==> config.mk <==
export PLATFORM = sky130hd
export DESIGN_NAME = eq_band_mac_sched
export DESIGN_NICKNAME = d
export VERILOG_FILES = /design/src/rtl/eq_pkg.sv /design/src/rtl/eq_mac_unit.sv /design/src/rtl/eq_band_mac_sched.sv
export SDC_FILE = /design/constraint.sdc
export NUM_CORES = 2
export LEC_CHECK = 0
export ABC_AREA = 0
export CORE_MARGIN = 2
export CORE_UTILIZATION = 60
export DETAILED_ROUTE_END_ITERATION = 6
export DONT_BUFFER_PORTS = 1
export HOLD_SLACK_MARGIN = 0.1
export PLACE_DENSITY_LB_ADDON = 0.15
export SYNTH_ARGS = -nofsm -noshare
export SYNTH_HDL_FRONTEND = slang
export SYNTH_SLANG_ARGS = --single-unit
==> constraint.sdc <==
create_clock -name clk -period 9.3 [get_ports clk]
set_clock_uncertainty 0.2 [all_clocks]
set_input_delay 2.79 -clock clk [delete_from_list [all_inputs] [get_ports clk]]
set_output_delay 2.79 -clock clk [all_outputs]
set_load 0.02 [all_outputs]
==> src/rtl/eq_pkg.sv <==
// Shared constants, FSM encoding and output conversion for the band mixer.
// Optional feature macro: EQ_MIX_SAT_EN (used by eq_band_mac_sched).
package eq_pkg;

  localparam int EQ_N_BANDS   = 10;
  localparam int EQ_DW        = 24;
  localparam int EQ_GAIN_FRAC = 23;
  localparam int EQ_ACC_W     = 2*EQ_DW + 4;

  typedef enum logic [1:0] {
    ST_IDLE = 2'd0,
    ST_MAC  = 2'd1,
    ST_OUT  = 2'd2
  } eq_state_t;

  typedef struct packed {
    logic             sat;
    logic [EQ_DW-1:0] val;
  } eq_out_t;

  // Clamp an already-shifted accumulator value to DW bits. The shift floors
  // (arithmetic), so no rounding increment is applied here.
  function automatic eq_out_t eq_sat_round(input logic signed [EQ_ACC_W-1:0] s);
    eq_out_t                  r;
    logic [EQ_ACC_W-EQ_DW:0]  hi;
    hi = s[EQ_ACC_W-1:EQ_DW-1];
    if ((&hi) || (~|hi)) begin
      r.sat = 1'b0;
      r.val = s[EQ_DW-1:0];
    end else if (!s[EQ_ACC_W-1]) begin
      r.sat = 1'b1;
      r.val = {1'b0, {(EQ_DW-1){1'b1}}};
    end else begin
      r.sat = 1'b1;
      r.val = {1'b1, {(EQ_DW-1){1'b0}}};
    end
    return r;
  endfunction

endpackage

==> src/rtl/eq_mac_unit.sv <==
// Shared signed multiplier with registered accumulator.
// clr loads zero, en adds sext(a*b); acc_nxt exposes the value that will be
// registered so the scheduler can capture the final sum on the last MAC cycle.
module eq_mac_unit #(
  parameter int DW    = 24,
  parameter int ACC_W = 2*DW + 4
) (
  input  logic                    clk,
  input  logic                    rst_n,
  input  logic                    i_clr,
  input  logic                    i_en,
  input  logic signed [DW-1:0]    i_a,
  input  logic signed [DW-1:0]    i_b,
  output logic signed [ACC_W-1:0] o_acc,
  output logic signed [ACC_W-1:0] o_acc_nxt
);

  logic signed [2*DW-1:0]  w_prod;
  logic signed [ACC_W-1:0] w_prod_ext;
  logic signed [ACC_W-1:0] r_acc;

  assign w_prod     = i_a * i_b;
  assign w_prod_ext = {{(ACC_W-2*DW){w_prod[2*DW-1]}}, w_prod};

  // Next accumulator value: clear has priority over accumulate.
  always_comb begin
    o_acc_nxt = r_acc;
    if (i_clr) begin
      o_acc_nxt = '0;
    end else if (i_en) begin
      o_acc_nxt = r_acc + w_prod_ext;
    end
  end

  // Accumulator register.
  always_ff @(posedge clk) begin
    if (!rst_n) begin
      r_acc <= '0;
    end else begin
      r_acc <= o_acc_nxt;
    end
  end

  assign o_acc = r_acc;

endmodule

==> src/rtl/eq_band_mac_sched.sv <==
// Time-multiplexed 10-band mixer: one shared MAC walks the snapshotted bands,
// then scales, optionally clamps, and presents one output per accepted sample.
// Optional feature macro: EQ_MIX_SAT_EN (clamp instead of wrap on overflow).
//
// state | meaning
// IDLE  | waiting for sample_valid, ready high
// MAC   | one band product accumulated per cycle, ready low
// OUT   | out_valid high for this cycle, ready high (back-to-back accept)
module eq_band_mac_sched
  import eq_pkg::*;
#(
  parameter int N_BANDS   = EQ_N_BANDS,
  parameter int DW        = EQ_DW,
  parameter int OUT_SHIFT = EQ_GAIN_FRAC,
  parameter int ACC_W     = 2*DW + 4
) (
  input  logic                  clk,
  input  logic                  rst_n,
  input  logic                  sample_valid,
  output logic                  sample_ready,
  input  logic [N_BANDS*DW-1:0] band_data,
  input  logic [N_BANDS*DW-1:0] gains,
  output logic [DW-1:0]         audio_out,
  output logic                  out_valid,
  output logic                  overrun,
  output logic                  sat_flag
);

  localparam int IDX_W = $clog2(N_BANDS);

  eq_state_t r_state;
  eq_state_t w_state_nxt;

  logic                  w_ready;
  logic                  w_accept;
  logic                  w_mac_clr;
  logic                  w_mac_en;
  logic                  w_last;

  logic [N_BANDS*DW-1:0] r_band;
  logic [N_BANDS*DW-1:0] r_gain;
  logic [IDX_W-1:0]      r_idx;
  logic [DW-1:0]         r_audio;
  logic                  r_out_valid;
  logic                  r_sat;
  logic                  r_overrun;

  logic signed [DW-1:0]    w_a;
  logic signed [DW-1:0]    w_b;
  logic signed [ACC_W-1:0] w_acc;
  logic signed [ACC_W-1:0] w_acc_nxt;
  logic signed [ACC_W-1:0] w_scaled;
  logic [DW-1:0]           w_res_val;
  logic                    w_res_sat;

  assign w_a = r_band[r_idx*DW +: DW];
  assign w_b = r_gain[r_idx*DW +: DW];

  eq_mac_unit #(
    .DW    (DW),
    .ACC_W (ACC_W)
  ) u_mac (
    .clk       (clk),
    .rst_n     (rst_n),
    .i_clr     (w_mac_clr),
    .i_en      (w_mac_en),
    .i_a       (w_a),
    .i_b       (w_b),
    .o_acc     (w_acc),
    .o_acc_nxt (w_acc_nxt)
  );

  // Scale the final sum (including the last product) so the result can be
  // registered on the same edge that enters OUT.
  assign w_scaled = w_acc_nxt >>> OUT_SHIFT;

`ifdef EQ_MIX_SAT_EN
  assign {w_res_sat, w_res_val} = eq_sat_round(w_scaled);
`else
  assign w_res_val = w_scaled[DW-1:0];
  assign w_res_sat = 1'b0;
`endif

  // FSM state register.
  always_ff @(posedge clk) begin
    if (!rst_n) begin
      r_state <= ST_IDLE;
    end else begin
      r_state <= w_state_nxt;
    end
  end

  // Next-state and control decode.
  always_comb begin
    w_state_nxt = r_state;
    w_ready     = 1'b0;
    w_accept    = 1'b0;
    w_mac_clr   = 1'b0;
    w_mac_en    = 1'b0;
    w_last      = 1'b0;
    case (r_state)
      ST_IDLE, ST_OUT: begin
        w_ready = 1'b1;
        if (sample_valid) begin
          w_accept    = 1'b1;
          w_mac_clr   = 1'b1;
          w_state_nxt = ST_MAC;
        end else begin
          w_state_nxt = ST_IDLE;
        end
      end
      ST_MAC: begin
        w_mac_en = 1'b1;
        if (r_idx == IDX_W'(N_BANDS-1)) begin
          w_last      = 1'b1;
          w_state_nxt = ST_OUT;
        end
      end
      default: begin
        w_state_nxt = ST_IDLE;
      end
    endcase
  end

  // Snapshot, band index, result registers and sticky overrun.
  always_ff @(posedge clk) begin
    if (!rst_n) begin
      r_band      <= '0;
      r_gain      <= '0;
      r_idx       <= '0;
      r_audio     <= '0;
      r_out_valid <= 1'b0;
      r_sat       <= 1'b0;
      r_overrun   <= 1'b0;
    end else begin
      r_out_valid <= 1'b0;
      if (w_accept) begin
        r_band <= band_data;
        r_gain <= gains;
        r_idx  <= '0;
      end else if (w_last) begin
        r_idx <= '0;
      end else if (w_mac_en) begin
        r_idx <= r_idx + 1'b1;
      end
      if (w_last) begin
        r_audio     <= w_res_val;
        r_sat       <= w_res_sat;
        r_out_valid <= 1'b1;
      end
      if (sample_valid && !w_ready) begin
        r_overrun <= 1'b1;
      end
    end
  end

  assign sample_ready = w_ready;
  assign audio_out    = r_audio;
  assign out_valid    = r_out_valid;
  assign sat_flag     = r_sat;
  assign overrun      = r_overrun;

endmodule
== Word-level counts from Yosys, hierarchy flattened ==
Cells that the tools add are included.

* $add $sub $neg: 2
* Multiply operators: 2
* Divide/modulo/power cells: 0
* Order comparisons: 0
* Eq/ne operators: 4
* Shift operators: 2
* Muxes and demuxes: 12
* Bitwise logic cells: 1
* Reductions and logical operators: 6

{| class="wikitable"
|+ Operators with widths
! operator !! count
|-
| variable part select 240 x 10 -> 24 bit || 2
|-
| two-way mux 47 bit || 2
|-
| adder 52 x 48 -> 52 bit || 1
|-
| multiplier 24 x 24 -> 48 bit || 1
|-
| two-way mux 1 bit || 8
|-
| multiplier 4 x 2 -> 6 bit (second input constant) || 1
|-
| adder 4 x 1 -> 4 bit (second input constant) || 1
|-
| == test 4 bit (second input constant) || 1
|-
| case mux 2 bit (2 select lines) || 1
|-
| OR reduction 2 bit || 2
|-
| OR reduction 3 bit || 1
|-
| == test 2 x 1 -> 1 bit (second input constant) || 1
|-
| == test 2 bit (second input constant) || 1
|-
| zero test 2 bit || 1
|-
| two-way mux 2 bit || 1
|-
| inequality test 2 bit (second input constant) || 1
|-
| logical AND 1 bit || 1
|-
| zero test 1 bit || 1
|-
| inverter 1 bit || 1
|}

* Register bits: 564
* Latch bits: 0
* Bits in writable memories: 0
* ROM bits: 0
* Input port bits: 483
* Output and inout port bits: 28
* Word-level logic and storage cells: 38
* Memories kept: 0

== Logic depth before layout (Yosys ltp) ==
* Word-level depth: 6
* Mapped depth: 34
* Mapped depth without buffers: 29

== By module ==
From an unflattened synthesis, not the netlist that was laid out.

* Cells, all modules: 5500
* Area, all modules: 47645.7 sq um

{| class="wikitable"
|+ By module, submodules not included
! module !! instances !! cells each !! area an instance (sq um) !! seq. area each (sq um)
|-
| eq_mac_unit || 1 || 2887 || 26082.5 || 1041.0
|-
| eq_band_mac_sched || 1 || 2613 || 21563.2 || 10249.8
|}

== Worst setup path after synthesis ==
No wires, ideal clock.

* Path type: reg2reg
* Start point: register r_idx[0]
* End point: register u_mac.r_acc[43], in the netlist u_mac.o_acc[43]
* Library setup time: 0.076 ns
* Arrival: 8.362 ns
* Data required time: 9.024 ns
* Setup slack: 0.663 ns
* Cell stages (with the launch flop): 28
* Buffers on the path: 4
* Period minus slack after synthesis: 8.637 ns
* Cells stage by stage: dfxtp_1 -> buf_4 -> buf_6 -> buf_4 -> mux4_2 -> mux2i_1 -> o22ai_2 -> nand2_1 -> inv_1 -> fa_1 -> fa_1 -> fa_1 -> fa_1 -> fa_1 -> fa_1 -> inv_1 -> fa_1 -> inv_1 -> ha_1 -> clkbuf_1 -> a21oi_1 -> o21bai_1 -> a21o_1 -> a31o_2 -> a31oi_1 -> mux2_2 -> a311o_1 -> o22ai_1

* Cells in the longest elaborated chain, start to end: 6
* Elaborated cells on any way between the ends: 7
* Classes of those cells: add/sub (1); mul (2); shift (2); mux (2)

{| class="wikitable"
|+ Ends and longest elaborated chain
! what !! RTL line !! text
|-
| start: declaration || eq_band_mac_sched.sv:42 || <nowiki>logic [IDX_W-1:0] r_idx;</nowiki>
|-
| start signal: assignment || eq_band_mac_sched.sv:144 || <nowiki>r_idx <= r_idx + 1'b1;</nowiki>
|-
| multiplier 4 x 2 -> 6 bit (*) || eq_band_mac_sched.sv:56, eq_band_mac_sched.sv:57 ||
|-
| variable part select 240 x 10 -> 24 bit, on equally long branches || eq_band_mac_sched.sv:56, eq_band_mac_sched.sv:57 ||
|-
| multiplier 24 x 24 -> 48 bit (*) || eq_mac_unit.sv:22 || <nowiki>assign w_prod = i_a * i_b;</nowiki>
|-
| adder 52 x 48 -> 52 bit (*) || eq_mac_unit.sv:31 || <nowiki>o_acc_nxt = r_acc + w_prod_ext;</nowiki>
|-
| two-way mux 47 bit (*) || eq_mac_unit.sv:30 || <nowiki>end else if (i_en) begin</nowiki>
|-
| two-way mux 47 bit (*) || eq_mac_unit.sv:28 || <nowiki>if (i_clr) begin</nowiki>
|-
| end signal: assignment || eq_mac_unit.sv:40 || <nowiki>r_acc <= o_acc_nxt;</nowiki>
|-
| end: declaration || eq_mac_unit.sv:20 || <nowiki>logic signed [ACC_W-1:0] r_acc;</nowiki>
|}

Mark *: on every way between the ends. The rest lies on a longest branch, timed or not.
A chain may end at the register's enable or synchronous reset.

== Worst setup path after layout ==
* Start point: register r_idx[1]
* End point: register u_mac.r_acc[42], in the netlist u_mac.o_acc[42]

Same word-level chain as after synthesis.

==> flow_summary.yaml <==
setup_path:
  path_class: "reg2reg"
  arrival_ps: 9360
  worstSetupEndpointType: "flip-flop"
  worstPathMaxFanout: 25
  critPathLaunchType: "flip-flop"
  cp.required_ps: 9610
timing:
  fin_crit_ps: 9060
  maxSlewHeadroom: 0.225
  drv_slew: 0
  finalCritPeriodShare: 0.974
  worstMarginPinSlew_ps: 1160
  grt_setup_unrepaired: "false"
  max_freq_mhz: 110
  whs_ps: 250
  setup_viol: 0
  finalHoldViolations: 0
  tns_ps: 0
synthesis:
  synthTopCellsByArea: "fa_1, dfxtp_1, nand2_1"
  synth_edf_count: 0
  async_flop_share: 0
  ys_seq_area_frac: 0.248
  synth.avg_cell_area_sq_um: 8.71
  synth_largest_area_cell: "fa_1"
  synth_cells: 5182
  ys_warn_count: 0
  synth_cell_types: 69
  synthFlopType: "dfxtp_1"
  synth_area_sq_um: 45100
  ys_ff_latch: 559
  yosys.area.top_type_share: 0.285
  syn_nets: 6465
finish:
  fin_nets: 6339
  final_cell_mix: "nand2_1, inv_1, fa_1"
  drive_gt1_frac: 0.0743
  layout_commonest_cell: "nand2_1"
  area_delta_synth_final_pct: 7.19
  fill_cells: 6287
clock_tree:
  htreeDepth: 2
  clk_pin_slew_ps: 60
  cts_num_sinks: 559
  post_cts_resized: 0
  post_cts_buffers: 0
  holdBufCountCts: 0
  cts_tree: "built"
  clockRootBuffer: "clkbuf_16"
  numCtsBuffers: 60
  clkLatencyLatePin_ps: 660
  clock_path_buffers: 3
drt:
  drt_iter0_drc: 3932
  vias: 36000
  dr.pass1.iters: 6
  ant_nets: 0
  viasPerCell: 5.92
  wl_mm: 146
  drt-wirelength-per-cell_um: 24.0
  drc: 0
placed_design:
  gp_congestion: 1.02
  place_hpwl_mm: 116
  portBuffers: 0
run_status:
  run_status: "finished, final reports clean"
power:
  power_density_nw_per_um2: 173
  p_seq_frac: 0.317
  p_int_mw: 5.14
  finalPower_mw: 8.35
  switching_share: 0.384
  ir_drop_mv: 0.164
  combPwrFrac: 0.385
  p_clk_frac: 0.298
  p_leak_nw: 21.1
  switchingPower_mw: 3.21
floorplan:
  rows: 100
  core_sq_um: 74400
  die_w_um: 278
  die-area_sq_um: 77400
  die_h_um: 278
  initial_utilization: 0.606
  io_pins: 511
global_route:
  grt.total_usage: 0.379
  antenna_found_initial: 23
  first_global_vias: 35600
  overflow: 0
  grt_first_pass_wirelength_mm: 220
  grt_max_degree: 261
worst_hold_path:
  hp-class: "reg2reg"
flow_run:
  drv_cap: 0
[layer usage]
layer / share of wire / track usage / vias to the layer above
li1: - / - / 16000
met1: 0.41 / 0.541 / 17800
met2: 0.44 / 0.557 / 1908
met3: 0.12 / 0.104 / 295
met4: 0.037 / 0.133 / 14
met5: 0.00067 / 0 / -
[Yosys cell counts, types with 5 or more instances]
master,n
a21o_1,17
buf_1,29
a21oi_1,571
clkbuf_1,222
mux2i_1,96
nor3_1,12
nand3_1,22
xnor2_1,41
buf_6,6
o211ai_1,8
a211oi_1,8
nor2b_1,13
dfxtp_1,559
a31oi_1,5
and2_1,50
o21ai_1,9
nand2_1,1391
a22oi_1,6
o22ai_1,44
nand4_1,15
inv_1,674
nor2_1,249
o21a_1,6
fa_1,642
buf_4,14
o21ai_0,26
mux4_2,96
o22a_1,32
o21bai_1,10
xor2_1,20
nand2b_1,16
buf_2,56
ha_1,158
[worst max-delay path: stages, from the launching register on]
cell     delay (ps)
dfxtp_4         390
buf_12          200
buf_4           290
mux4_2          330
mux2i_1         320
o22a_1          450
nor2_1          160
fa_1            630
fa_1            720
inv_1           210
fa_1            500
fa_1            510
inv_1            50
fa_1            480
fa_1            490
inv_1            50
fa_1            470
inv_1            40
ha_1            400
and3_1          260
nand2_1          80
or2_2           310
or3_1           350
o21ai_1         350
a31oi_1         180
xor2_1          210
buf_4           150
o22ai_1          80
[worst paths after layout]
path / startpoint / to / slack [ps] / cells after the start
hold reg to reg: r_gain[49] / r_gain[49] / 250 / 2
setup reg to reg: r_idx[1] / u_mac.o_acc[42] / 240 / 27
setup / recovery: r_idx[1] / u_mac.o_acc[42] / 240 / 27
hold / removal: r_gain[49] / r_gain[49] / 250 / 2
[metrics by stage]
stage	std cells	utilization	instance area [sq um]	worst slack, ps
3_5_place_dp	5963	0.622	46300	341
3_3_place_gp	5963	0.622	46300	521
5_1_grt	6084	0.650	48400	10.0
2_1_floorplan	5182	-	45100	663
6_report	6085	0.650	48400	245
4_1_cts	6071	0.649	48300	297
[cell type report]
type / instances / area, sq um / area share
diodes: 14 / 35.0 / 0.000724
clock inverters: 21 / 312 / 0.00644
inverters: 675 / 2540 / 0.0525
multi-input cells: 3621 / 30100 / 0.623
flip-flops and latches: 559 / 11200 / 0.232
repair buffers: 139 / 1220 / 0.0253
clock buffers: 87 / 1720 / 0.0356
well taps: 969 / 1210 / 0.0251
[kinds of logic after synthesis]
logic type	count (synthesis)	share of synthesized area
simple gates	1788	0.157
other cells	1	0.0000831
flops	559	0.248
mux	193	0.0694
fa+ha+maj	800	0.329
compound gates	778	0.0986
buf+inv	1002	0.0870
xor+xnor	61	0.0118
[power groups by stage]
stage	registers, mW	clock network [mW]	logic [mW]
2_1_floorplan	2.66	0	2.11
3_3_place_gp	2.69	0	3.10
3_5_place_dp	2.70	0	3.13
4_1_cts	2.65	2.50	3.15
5_1_grt	2.66	2.59	3.54
6_report	2.65	2.49	3.21
[registers in the layout, indices dropped and copies added, names as in the netlist]
| register | cells |
|---|---|
| r_band | 240 |
| r_state | 2 |
| u_mac.o_acc | 47 |
| overrun | 1 |
| out_valid | 1 |
| audio_out | 24 |
| r_gain | 240 |
| r_idx | 4 |
No activity file was read; power rests on OpenSTA's default activity.
